### src/rtl/whack_auto_player.sv
// Automatic whack-a-mole player: watches the mole lamps and presses the matching button after a tick-based delay.
// Optional build macro AUTOPLAYER_JITTER_EN adds LFSR jitter (0..7 ticks) to the captured reaction delay.
module whack_auto_player #(
  parameter int N_MOLES         = 8,
  parameter int TICK_DIV        = 1000,
  parameter int PRESS_TICKS     = 20,
  parameter int RELEASE_TIMEOUT = 255
) (
  input  logic               clk,
  input  logic               rst,
  input  logic               enable,
  input  logic [N_MOLES-1:0] mole_leds,
  input  logic [7:0]         react_dly,
  output logic [N_MOLES-1:0] btn,
  output logic               busy,
  output logic [7:0]         press_count
);

  localparam int PW = (TICK_DIV > 1) ? $clog2(TICK_DIV) : 1;
  localparam logic [PW-1:0] PRE_LAST   = PW'(TICK_DIV - 1);
  localparam logic [7:0]    PRESS_LAST = 8'(PRESS_TICKS - 1);
  localparam logic [7:0]    REL_LAST   = 8'(RELEASE_TIMEOUT - 1);

  typedef enum logic [1:0] {IDLE, REACT, PRESS, RELEASE} state_t;

  state_t             state, state_n;
  logic [PW-1:0]      pre_cnt;
  logic               tick;
  logic [7:0]         tcnt, tcnt_n;
  logic [7:0]         dly, dly_n;
  logic [7:0]         count_n;
  logic [7:0]         cap_dly;
  logic [N_MOLES-1:0] target, target_n;
  logic [N_MOLES-1:0] btn_n;
  logic               mole_on;

  assign tick = (pre_cnt == PRE_LAST);

  always_ff @(posedge clk or posedge rst) begin
    if (rst)       pre_cnt <= '0;
    else if (tick) pre_cnt <= '0;
    else           pre_cnt <= pre_cnt + 1'b1;
  end

`ifdef AUTOPLAYER_JITTER_EN
  logic [7:0] lfsr;
  logic [8:0] jit_sum;

  // Fibonacci form of x^8+x^6+x^5+x^4+1
  always_ff @(posedge clk or posedge rst) begin
    if (rst) lfsr <= 8'hA5;
    else     lfsr <= {lfsr[6:0], lfsr[7] ^ lfsr[5] ^ lfsr[4] ^ lfsr[3]};
  end

  assign jit_sum = {1'b0, react_dly} + {6'd0, lfsr[2:0]};
  assign cap_dly = jit_sum[8] ? 8'hFF : jit_sum[7:0];
`else
  assign cap_dly = react_dly;
`endif

  // target is held as a one-hot mask, so it doubles as the button pattern
  assign mole_on = |(mole_leds & target);
  assign busy    = (state != IDLE);

  always_comb begin
    state_n  = state;
    tcnt_n   = tick ? tcnt + 8'd1 : tcnt;
    dly_n    = dly;
    target_n = target;
    count_n  = press_count;
    btn_n    = '0;
    if (!enable) begin
      state_n = IDLE;
    end else begin
      case (state)
        IDLE: begin
          if ($onehot(mole_leds)) begin
            target_n = mole_leds;
            dly_n    = cap_dly;
            tcnt_n   = '0;
            state_n  = REACT;
          end
        end
        REACT: begin
          // leave on the tick that completes the delay, so a partial first tick counts
          if (!mole_on) begin
            state_n = IDLE;
          end else if (dly == 8'd0 || (tick && tcnt == dly - 8'd1)) begin
            state_n = PRESS;
            count_n = press_count + 8'd1;
            tcnt_n  = '0;
            btn_n   = target;
          end
        end
        PRESS: begin
          if (tick && tcnt == PRESS_LAST) begin
            state_n = RELEASE;
            tcnt_n  = '0;
          end else begin
            btn_n = target;
          end
        end
        RELEASE: begin
          if (!mole_on || (tick && tcnt == REL_LAST)) state_n = IDLE;
        end
        default: state_n = IDLE;
      endcase
    end
  end

  always_ff @(posedge clk or posedge rst) begin
    if (rst) begin
      state       <= IDLE;
      tcnt        <= '0;
      dly         <= '0;
      target      <= '0;
      press_count <= '0;
      btn         <= '0;
    end else begin
      state       <= state_n;
      tcnt        <= tcnt_n;
      dly         <= dly_n;
      target      <= target_n;
      press_count <= count_n;
      btn         <= btn_n;
    end
  end

endmodule

### config.mk
export PLATFORM = sky130hd
export DESIGN_NAME = whack_auto_player
export DESIGN_NICKNAME = d
export VERILOG_FILES = /design/src/rtl/whack_auto_player.sv
export SDC_FILE = /design/constraint.sdc
export NUM_CORES = 1
export LEC_CHECK = 0
export ABC_AREA = 1
export ABC_CLOCK_PERIOD_IN_PS = 2300
export BUFFER_PORTS_ARGS = -buffer_cell sky130_fd_sc_hd__buf_2
export CORE_MARGIN = 2
export CORE_UTILIZATION = 45
export DETAILED_ROUTE_END_ITERATION = 8
export HOLD_SLACK_MARGIN = 0.03
export PLACE_DENSITY = 0.7
export REMOVE_ABC_BUFFERS = 1
export SKIP_CTS_REPAIR_TIMING = 1
export SLEW_MARGIN = 10
export SYNTH_ARGS = -nofsm -noshare
export SYNTH_HDL_FRONTEND = slang
export SYNTH_SLANG_ARGS = --single-unit
### constraint.sdc
create_clock -name clk -period 2.3 [get_ports clk]
set_input_delay 0.23 -clock clk [delete_from_list [all_inputs] [get_ports clk]]
set_output_delay 0.23 -clock clk [all_outputs]
set_load 0.02 [all_outputs]
[Word-level counts from Yosys, hierarchy flattened]
Index checks and enable logic that the tools add are counted.
Operators by class
  add/sub/neg operators: 11
  eq/ne operators: 12
  bitwise logic cells: 1
  reduce and logical (&&, ||, !) cells: 13
  muxes and demuxes: 20
  shift operators: 0
  multiply operators: 0
  divide/modulo/power cells: 0
  order comparisons: 0
Operators with widths (count)
  8-bit 2-to-1 mux: 10
  8-bit case mux with 3 select lines: 1
  8-bit by 1-bit adder with 8-bit output (second input constant): 2
  8-bit case mux with 2 select lines: 1
  2-bit 2-to-1 mux: 6
  10-bit by 1-bit adder with 10-bit output (second input constant): 1
  10-bit == test (second input constant): 1
  10-bit 2-to-1 mux: 1
  3-bit inequality test (second input constant): 3
  1-bit by 1-bit adder with 2-bit output: 4
  8-bit bitwise AND: 1
  8-bit by 5-bit == test with 1-bit output (second input constant): 1
  8-bit == test: 1
  8-bit == test (second input constant): 1
  8-bit zero test: 1
  2-bit case mux with 4 select lines: 1
  4-bit AND reduction: 2
  8-bit OR reduction: 1
  8-bit by 1-bit subtractor with 8-bit output (second input constant): 1
  2-bit by 2-bit adder with 3-bit output: 2
  3-bit by 3-bit adder with 4-bit output: 1
  2-bit == test (second input constant): 2
  4-bit by 1-bit == test with 1-bit output (second input constant): 1
  4-bit inequality test (second input constant): 1
  other kinds (7): 10
Storage, ports and cells
  memory bits (writable): 0
  memories: 0
  latch bits: 0
  bits in read-only memories: 0
  flip-flop bits (word level): 52
  bits of input ports: 19

[Logic depth before layout (Yosys ltp)]
Gate-level depths: netlist of run 1.
  depth in word-level cells: 8
  depth in mapped cells: 18

[Least setup slack after synthesis of run 1]
Ideal clock, no wire load.
  path kind: input to register
  from: in mole_leds[0]
  to: reg dly[6]
  arrival time: 3.278 ns
  buffers on the path: 1
  library setup time: 0.125 ns
  stages: 15
  required time: 2.175 ns
  slack: -1.103 ns
  path through: inv_1 -> fa_1 -> fa_1 -> fa_1 -> inv_1 -> ha_1 -> inv_1 -> fa_1 -> nor2_1 -> nand2_1 -> nand2_1 -> o2111ai_1 -> nor3_1 -> buf_2 -> mux2_2
On the way
  longest elaborated chain between the ends: 5
Ends and longest elaborated chain
  start, declared: line 12  | input logic [N_MOLES-1:0] mole_leds,
  1-bit by 1-bit adder with 2-bit output (not written as such): line 77  | if ($onehot(mole_leds)) begin
  2-bit by 2-bit adder with 3-bit output (not written as such): line 77
  3-bit by 3-bit adder with 4-bit output (not written as such): line 77
  4-bit by 1-bit == test with 1-bit output: line 77
  3-bit AND reduction (no source line)
  end signal, assigned: line 122  | dly <= dly_n;
  end, declared: line 30  | logic [7:0] dly, dly_n;
No other way between the ends.
A chain may end at the register's enable or synchronous reset.

[Worst setup path after layout of run 1]
Same ends and word-level chain as after synthesis.

==> key figures, run 1 <==
Yosys
  – Post-Syn Area: around 3100 µm²
  – Synth area leaders: dfrtp_1 42%, nand2_1 11%, inv_1 7.2%
  – Area leader, netlist: dfrtp_1
  – Yosys top cell area share: 0.415
  – FF+latch count, synth: 52
  – Synth Instances: between 300 and 400
  – Yosys warns: 0
  – Yosys cell types: 36
  – Seq/Total Area, Yosys: 0.415
  – Syn Area/Cell: roughly 8.1 µm²

Floorplan
  – Core Region: roughly 6800 µm²
  – Initial Utilization: 0.464
  – Die X: 87.4 µm
  – Die ar.: approximately 7600 µm²
  – # rows: 30
  – I/O pins: 36
  – Chip height: 87.4 µm

Finish
  – Most frequent cells in the layout: 85 x nand2_1, 55 x inv_1, 52 x dfrtp_1
  – ANT cells: 0
  – Nets: between 400 and 500
  – Final std cells w/o fill: between 500 and 600
  – Fin area: approximately 3800 µm²
  – Syn-to-layout area delta: 21.3%
  – Final Util: 0.563
  – Commonest non-fill, non-tap cell in the layout: nand2_1
  – Layout cells sized above 1: 0.269

Setup path
  – CP Capture Type: register
  – Req. time, crit path: between 2 and 3 ns
  – Startpoint types: input pin
  – Slowest-stage cell, CP: fa_1
  – CP Buf/Inv Count: 5
  – CP cell instances: buf_8, inv_4, fa_1, fa_1, fa_1, inv_1, ha_2, inv_2, fa_2, nor2_2, nand2_1, nand2_1, o2111ai_2, nor3_2, buf_4, mux2_2
  – Path type of the worst setup path: input pin to register
  – Most used cell, CP: fa_1
  – Crit-path leading delay family: adder cells
  – Max incr delay on CP: 0.55 ns
  – Worst Path Max Fanout: 6
  – Crit path DAT: approximately 3.5 ns

Detailed routing
  – Remaining DRCs: 0
  – Routed via count: about 2500
  – Initial DRC count: roughly 120
  – Post-route ant nets: 0
  – Final wirelength: between 6000 and 7000 µm
  – Routed wire per std cell: around 12 µm
  – Vias per cell: roughly 5
  – First-pass DRT Iterations: 4

Pwr
  – LEAKAGE: 1.92 nW
  – Maximum vdd drop: approximately 0.40 mV
  – PwrDens: between 800 and 900 nW/µm²

Timing
  – Final hold vios: 0
  – Final Max Tran Viols: 0
  – Tcrit/Tclk final: 1.42
  – Max Fclk: ~0.31 GHz
  – Final-report setup violation count: 26
  – Relative slew slack: 0.680
  – Crit path time final: between 3 and 4 ns
  – RSZ-0062 raised after global routing: true
  – Final setup margin: -0.956 ns
  – Worst clock skew: 0.00618 ns
  – Least-Margin Pin Slew: between 0.4 and 0.5 ns

Run status
  – Status: finished, violations left
  – Failing checks: negative setup slack

Global routing
  – Largest net degree at the start of global routing: 53
  – Vias in the first global route: roughly 2500
  – First-pass GRT wire length: between 10000 and 15000 µm
  – Gr usage total: 0.179
  – Total global routing overflow: 0
  – Initial antenna violation count: 0

Placement
  – Port Buf Inserts: 35
  – Hpwl dp: 4680 µm
  – GPL Wtd Cong: between 0.7 and 0.8
  – Placed cell areas: around 3500 µm²
  – Placed cell count: 508

Clock network
  – Clk root buf: clkbuf_8
  – Clock tree sinks: 52
  – Worst-Skew Late Latency: about 0.31 ns
  – CTS tree: built
  – Clk slew on worst S/H paths: 0.09 ns
  – Total CTS buffers: 5
  – CTS HTree Levels: 2
  – CTS Buffer Depth: 2

Run
  – Max Cap Viol: 0

Worst hold path
  – Hold Crit Class: input pin to register
## Yosys cell counts, drive strengths merged
library cell	count
nand2	100
inv	64
dfrtp	52
nor2	37
o21ai	26
nand3	24
a21oi	14
ha	14
nor3	11
xnor2	8
xor2	8
nand4	7
buf	5
fa	4
mux2	3
o21a	3
a21boi	1
a22oi	1
a2bb2oi	1
clkbuf	1
nor3b	1
o2111ai	1
or2	1
## flip-flops by register name, indices dropped and copies added, names as in the netlist
signal,flops
pre_cnt,10
btn,8
dly,8
press_count,8
target,8
tcnt,8
state,2
## area by class of cell
cell class	instances	area [µm²]
multi-input combinational	265	1640
sequential	52	1300
clock inverter	3	68.8
tap	80	100
inverter	64	243
timing repair buffer	53	377
clock buffer	5	68.8
fill	627	2960
## cell families after synthesis
group | synth area share
AO/OA/AOI/OAI | 0.0911
XOR/XNOR | 0.0447
adder cells (fa/ha/maj) | 0.0815
buffers and inverters | 0.0879
flip-flops | 0.415
multiplexers | 0.0108
AND/OR/NAND/NOR | 0.269
## metrics by stage
stage / hold slack, ns / total power, mW / setup slack, ns / setup TNS (ns)
floorplan: 0.351 / 2.14 / -2.22 / -41.37
global placement: 0.298 / 2.42 / -1.24 / -29.80
detailed placement: 0.300 / 2.45 / -1.38 / -33.08
CTS: -0.0463 / 3.23 / -1.03 / -23.98
global route: 0.123 / 3.60 / -1.10 / -25.54
finish: 0.125 / 3.33 / -0.956 / -21.58
## tightest hold or removal path, delay by kind of cell
family	cells	cell delay [ns]
buf+inv	1	0.07
compound gates	1	0.06
simple gates	1	0.04
## report_power, final
part           switching [mW]  internal, mW  total (mW)
combinational           0.759         0.531        1.29
clock                   0.323         0.438       0.761
sequential              0.185          1.09        1.28
total                    1.27          2.06        3.33
## layer usage
metal	track usage	share of wire
met2	0.287	0.49
met1	0.245	0.47
met3	0.0351	0.026
met4	0.0559	0.0093
met5	0	0
## final timing paths
| path | from | end | slack, ns | cells after the start |
|---|---|---|---|---|
| min | react_dly[3] | dly[3] | 0.12 | 3 |
| max in group asynchronous | rst | dly[6] | 1.56 | 4 |
| max | mole_leds[0] | dly[6] | -0.96 | 16 |
| min in group asynchronous | rst | btn[3] | 0.50 | 4 |
| max reg2reg | dly[0] | tcnt[6] | 0.23 | 12 |
| min reg2reg | pre_cnt[0] | pre_cnt[0] | 0.47 | 1 |
Note: power is estimated with default switching activity, not from simulation.
==> run 2: changes to the inputs <==
ABC_CLOCK_PERIOD_IN_PS = 4200   (was 2300)
clock period = 4.2 ns   (was 2.3 ns; I/O delays follow)
==> key figures, run 2 (synthesized netlist as in run 1, its figures left out) <==
Run status
  – Status: finished, final reports clean

Placement
  – Hpwl dp: 4510 µm (-3.6%)
  – DP Worst Slack: 0.318 ns (+1.70 ns)
  – Port Buf Inserts: 35 (unchanged)
  – GPL Wtd Cong: 0.847 (+6.6%)

Setup path
  – Startpoint types: input pin
  – Crit path DAT: 3.78 ns (+0.32 ns)
  – CP cell instances: buf_2, inv_1, fa_1, fa_1, fa_1, inv_1, ha_1, inv_1, fa_1, nor2_1, nand2_1, nand2_1, o2111ai_1, nor3_2, buf_12, mux2_2
  – Req. time, crit path: 4.39 ns (+1.89 ns)
  – CP Capture Type: register
  – Slowest-stage cell, CP: fa_1
  – Most used cell, CP: fa_1
  – Path type of the worst setup path: input pin to register
  – Max incr delay on CP: 0.56 ns (about the same)
  – Worst Path Max Fanout: 29 (+23)

Clock network
  – CTS tree: built
  – CTS Buffer Depth: 2 (unchanged)
  – Worst-Skew Late Latency: 0.30 ns (about the same)
  – Clock tree sinks: 52 (unchanged)
  – Clk root buf: clkbuf_8
  – Clk slew on worst S/H paths: 0.10 ns (about the same)
  – Total CTS buffers: 5 (unchanged)
  – CTS HTree Levels: 2 (unchanged)

Floorplan
  – # rows: 30 (unchanged)
  – Die X: 87.4 µm (unchanged)
  – I/O pins: 36 (unchanged)
  – Initial Utilization: 0.464 (unchanged)
  – Chip height: 87.4 µm (unchanged)
  – Core Region: 6760 µm² (unchanged)
  – Die ar.: 7650 µm² (unchanged)

Worst hold path
  – Hold Crit Class: input pin to asynchronous set/reset pin

Timing
  – Crit path time final: about 3.6 ns
  – Final hold vios: 0 (unchanged)
  – Final Max Tran Viols: 0 (unchanged)
  – RSZ-0062 raised after global routing: false
  – Least-Margin Pin Slew: 0.890 ns (+0.412 ns)
  – Max Fclk: 0.279 GHz
  – Final-report setup violation count: 0 (-100%)
  – Relative slew slack: 0.406 (-0.274)
  – Tcrit/Tclk final: 0.853
  – Worst clock skew: 0.00565 ns (-0.000523 ns)
  – Final setup margin: 0.618 ns (+1.57 ns)

Finish
  – Nets: 461 (-3.6%)
  – Layout cells sized above 1: 0.184 (-0.0857)
  – Commonest non-fill, non-tap cell in the layout: nand2_1
  – ANT cells: 0 (unchanged)
  – Most frequent cells in the layout: 93 x nand2_1, 59 x inv_1, 52 x dfrtp_1
  – Syn-to-layout area delta: 12.2%
  – Max FFs per register: 10 (unchanged)
  – Final Util: 0.520 (-0.0424)
  – Top reg by flops: pre_cnt

Detailed routing
  – Routed via count: 2452 (-3.7%)
  – First-pass DRT Iterations: 4 (unchanged)
  – Initial DRC count: 72 (-40%)
  – Final wirelength: 5840 µm (-7.8%)
  – Routed wire per std cell: 11.6 µm (-4.7%)
  – Vias per cell: 4.86 (-0.45%)
  – Remaining DRCs: 0 (unchanged)
  – Post-route ant nets: 0 (unchanged)

Pwr
  – LEAKAGE: 1.80 nW (-6.6%)
  – Maximum vdd drop: 0.216 mV (-46%)
  – PwrDens: 474 nW/µm² (-46%)

Global routing
  – Largest net degree at the start of global routing: 53 (unchanged)
  – Initial antenna violation count: 0 (unchanged)
  – Total global routing overflow: 0 (unchanged)
  – Gr usage total: 0.163 (-0.0163)
  – First-pass GRT wire length: 9940 µm (-8.9%)
  – Vias in the first global route: 2326 (-6.9%)

Run
  – Max Cap Viol: 0 (unchanged)
run 2: changes by cell type in the layout (fill, tap and decap cells not counted), sizes merged:
cell and delta:
bufinv -1, buf -15, clkbuf -1, inv -1
dlygate4sd3 -1, clkinv +2
run 2: worst paths after layout:
path                              start             end  slack, ns  cells past startpoint
max in group asynchronous           rst          dly[2]       3.41                      2
min in group clk           react_dly[3]          dly[3]       0.32                      3
min reg2reg                  pre_cnt[0]      pre_cnt[0]       0.47                      1
max reg2reg                      dly[0]  press_count[2]       2.18                     12
min                                 rst          btn[1]       0.26                      2
max                        mole_leds[0]          dly[7]       0.62                     16
run 2: metrics by stage:
stage          instances  TNS (ns)  cell area [µm²]  total power, mW  hold slack, ns
2_1_floorplan        381     -5.55             3100             1.17           0.433
3_3_place_gp         497         0             3400             1.31           0.452
3_5_place_dp         497         0             3400             1.33           0.458
4_1_cts              505         0             3510             1.68           0.311
5_1_grt              505         0             3510             1.80           0.320
6_report             505         0             3510             1.67           0.262
run 2: where the power goes:
group	internal (mW)	switching [mW]
Clock	0.181	0.173
Combinational	0.237	0.383
Sequential	0.598	0.0941
run 2: final cells by class:
| class | instances | area, µm² |
|---|---|---|
| clock buffers | 5 | 68.8 |
| clock inverters | 3 | 46.3 |
| fillers | 630 | 3240 |
| inverters | 64 | 241 |
| multi-input cells | 265 | 1560 |
| flip-flops and latches | 52 | 1300 |
| well taps | 80 | 100 |
| repair buffers | 36 | 195 |
run 2: routing by layer:
| metal | share of wire | track usage | wire [µm] |
|---|---|---|---|
| met1 | 0.48 | 0.212 | 2780 |
| met2 | 0.48 | 0.277 | 2790 |
| met3 | 0.033 | 0.0341 | 192 |
| met4 | 0.013 | 0.0392 | 74 |
| met5 | 0 | 0 | 0 |
run 2: critical path, delay by kind of cell:
family                     cells  cell delay [ns]
adders and majority gates      5             1.98
AOI/OAI and AO/OA              1             0.14
muxes                          1             0.34
buffers and inverters          5             0.47
and+or+nand+nor                4             0.42
==> run 3: changes to the inputs <==
CAP_MARGIN = 20   (was not set)
GPL_TIMING_DRIVEN = 0   (was not set)
==> key figures, run 3 (synthesized netlist as in run 1, its figures left out) <==
Global routing
  – Vias in the first global route: 2458 (+5.7%)
  – Total global routing overflow: 0 (unchanged)
  – GRT met1 Usage: 0.240 (+0.0281)
  – Gr usage total: 0.179 (+0.0159)
  – GR Layer Usage met3: 0.0351 (+0.000948)
  – Met2 GRT Util: 0.288 (+0.0110)
  – Top Usage Layer GRT: met2
  – First-pass GRT wire length: 10800 µm (+8.9%)
  – Initial antenna violation count: 0 (unchanged)
  – Largest net degree at the start of global routing: 34 (-36%)

Timing
  – Least-Margin Pin Slew: 0.454 ns (-0.436 ns)
  – RSZ-0062 raised after global routing: false
  – Final-report setup violation count: 0 (unchanged)
  – Final setup margin: 0.511 ns (-0.107 ns)
  – Worst clock skew: 0.00744 ns (+0.00178 ns)
  – Relative slew slack: 0.697 (+0.291)
  – Final Max Tran Viols: 0 (unchanged)
  – Final hold vios: 0 (unchanged)
  – Crit path time final: 3.69 ns (+0.107 ns)
  – Tcrit/Tclk final: 0.878 (+0.0255)
  – Max Fclk: 0.271 GHz (-2.9%)

Placement
  – Placed cell count: 498 (+0.20%)
  – Port Buf Inserts: 35 (unchanged)
  – Placed cell areas: 3410 µm² (+0.22%)
  – Hpwl dp: 4690 µm (+3.9%)
  – GPL Wtd Cong: 0.777 (-8.3%)
  – DP Worst Slack: -0.317 ns (-0.635 ns)

Setup path
  – Crit path DAT: 3.90 ns (+0.12 ns)
  – Reg2reg start: dly[0]
  – Flop2flop setup slack: 2.17 ns (about the same)
  – CP Capture Type: register
  – Worst r2r path cells: 12 (unchanged)
  – Req. time, crit path: 4.41 ns (+0.02 ns)
  – Path type of the worst setup path: input pin to register
  – R2R Path End: press_count[4]
  – Startpoint types: input pin
  – Worst Path Max Fanout: 14 (-52%)

Clock network
  – CTS HTree Levels: 2 (unchanged)
  – CTS tree: built
  – Clk slew on worst S/H paths: 0.11 ns (about the same)
  – Total CTS buffers: 5 (unchanged)
  – Clock tree sinks: 52 (unchanged)
  – Worst-Skew Late Latency: 0.32 ns (+0.02 ns)
  – Clk root buf: clkbuf_8
  – CTS Buffer Depth: 2 (unchanged)

Detailed routing
  – Remaining DRCs: 0 (unchanged)
  – Routed via count: 2528 (+3.1%)
  – Initial DRC count: 123 (+71%)
  – Final wirelength: 6110 µm (+4.7%)
  – Post-route ant nets: 0 (unchanged)
  – First-pass DRT Iterations: 4 (unchanged)
  – Routed wire per std cell: 12.0 µm (+4.3%)
  – Vias per cell: 4.99 (+2.7%)

Finish
  – ANT cells: 0 (unchanged)
  – Syn-to-layout area delta: 12.2% (unchanged)
  – Nets: 463 (+0.43%)
  – Max FFs per register: 10 (unchanged)
  – Final std cells w/o fill: 507 (+0.40%)
  – # fillers: 669 (+6.2%)
  – Top reg by flops: pre_cnt
  – Most frequent cells in the layout: 93 x nand2_1, 59 x inv_1, 52 x dfrtp_1
  – Commonest non-fill, non-tap cell in the layout: nand2_1
  – Fin area: 3510 µm² (unchanged)
  – Layout cells sized above 1: 0.187 (+0.00382)

Pwr
  – Maximum vdd drop: 0.239 mV (+10%)
  – PwrDens: 465 nW/µm² (-2.0%)
  – LEAKAGE: 1.80 nW (+0.23%)

Run status
  – Status: finished, final reports clean

Run
  – Max Cap Viol: 0 (unchanged)

Floorplan
  – # rows: 30 (unchanged)
  – Initial Utilization: 0.464 (unchanged)
  – Chip height: 87.4 µm (unchanged)
  – I/O pins: 36 (unchanged)
  – Die X: 87.4 µm (unchanged)
  – Core Region: 6760 µm² (unchanged)
  – Die ar.: 7650 µm² (unchanged)

Worst hold path
  – Hold Crit Class: input pin to asynchronous set/reset pin
-- run 3: routing by layer --
layer	part of all wire	wire, µm
met2	0.47	2890
met1	0.47	2870
met4	0.014	87
met5	0	0
met3	0.042	257
-- run 3: power breakdown --
group	switching, mW	internal, mW	total [mW]
registers	0.0946	0.598	0.692
clock network	0.190	0.123	0.313
logic	0.390	0.237	0.627
-- run 3: how the worst max path moves through the flow --
stage                 start  endpoint  slack [ns]
6_report       mole_leds[0]    dly[7]        0.51
5_1_grt        mole_leds[0]    dly[7]        0.32
4_1_cts        mole_leds[0]    dly[7]      -0.002
3_5_place_dp   mole_leds[0]    dly[7]       -0.32
3_3_place_gp   mole_leds[0]    dly[7]       -1.49
2_1_floorplan  mole_leds[0]    dly[6]       -0.51
-- run 3: critical path, stage by stage --
cell and delay (ns):
buf_2 0.09, inv_1 0.06, fa_1 0.55, fa_1 0.43, fa_1 0.44, inv_1 0.07, ha_1 0.16, inv_1 0.06
fa_1 0.38, nor2_1 0.12, nand2_1 0.06, nand2_1 0.06, o2111ai_1 0.18, nor3_4 0.25, buf_4 0.23, mux2_2 0.35
-- run 3: stage by stage --
| stage | utilization | TNS, ns | power (mW) | hold slack [ns] |
|---|---|---|---|---|
| 2_1_floorplan | - | -5.55 | 1.17 | 0.433 |
| 3_3_place_gp | 0.499 | -21.72 | 1.30 | 0.453 |
| 3_5_place_dp | 0.504 | -1.07 | 1.33 | 0.448 |
| 4_1_cts | 0.518 | -0.00210 | 1.65 | 0.0902 |
| 5_1_grt | 0.520 | 0 | 1.78 | 0.119 |
| 6_report | 0.520 | 0 | 1.63 | 0.0858 |
-- run 3: cell type report --
type / instances / area [µm²] / share of cell area
clock buffers: 5 / 68.8 / 0.0196
clock inverters: 3 / 26.3 / 0.00748
inverters: 64 / 240 / 0.0684
multi-input cells: 265 / 1570 / 0.446
flip-flops and latches: 52 / 1300 / 0.370
well taps: 80 / 100 / 0.0285
repair buffers: 38 / 210 / 0.0598
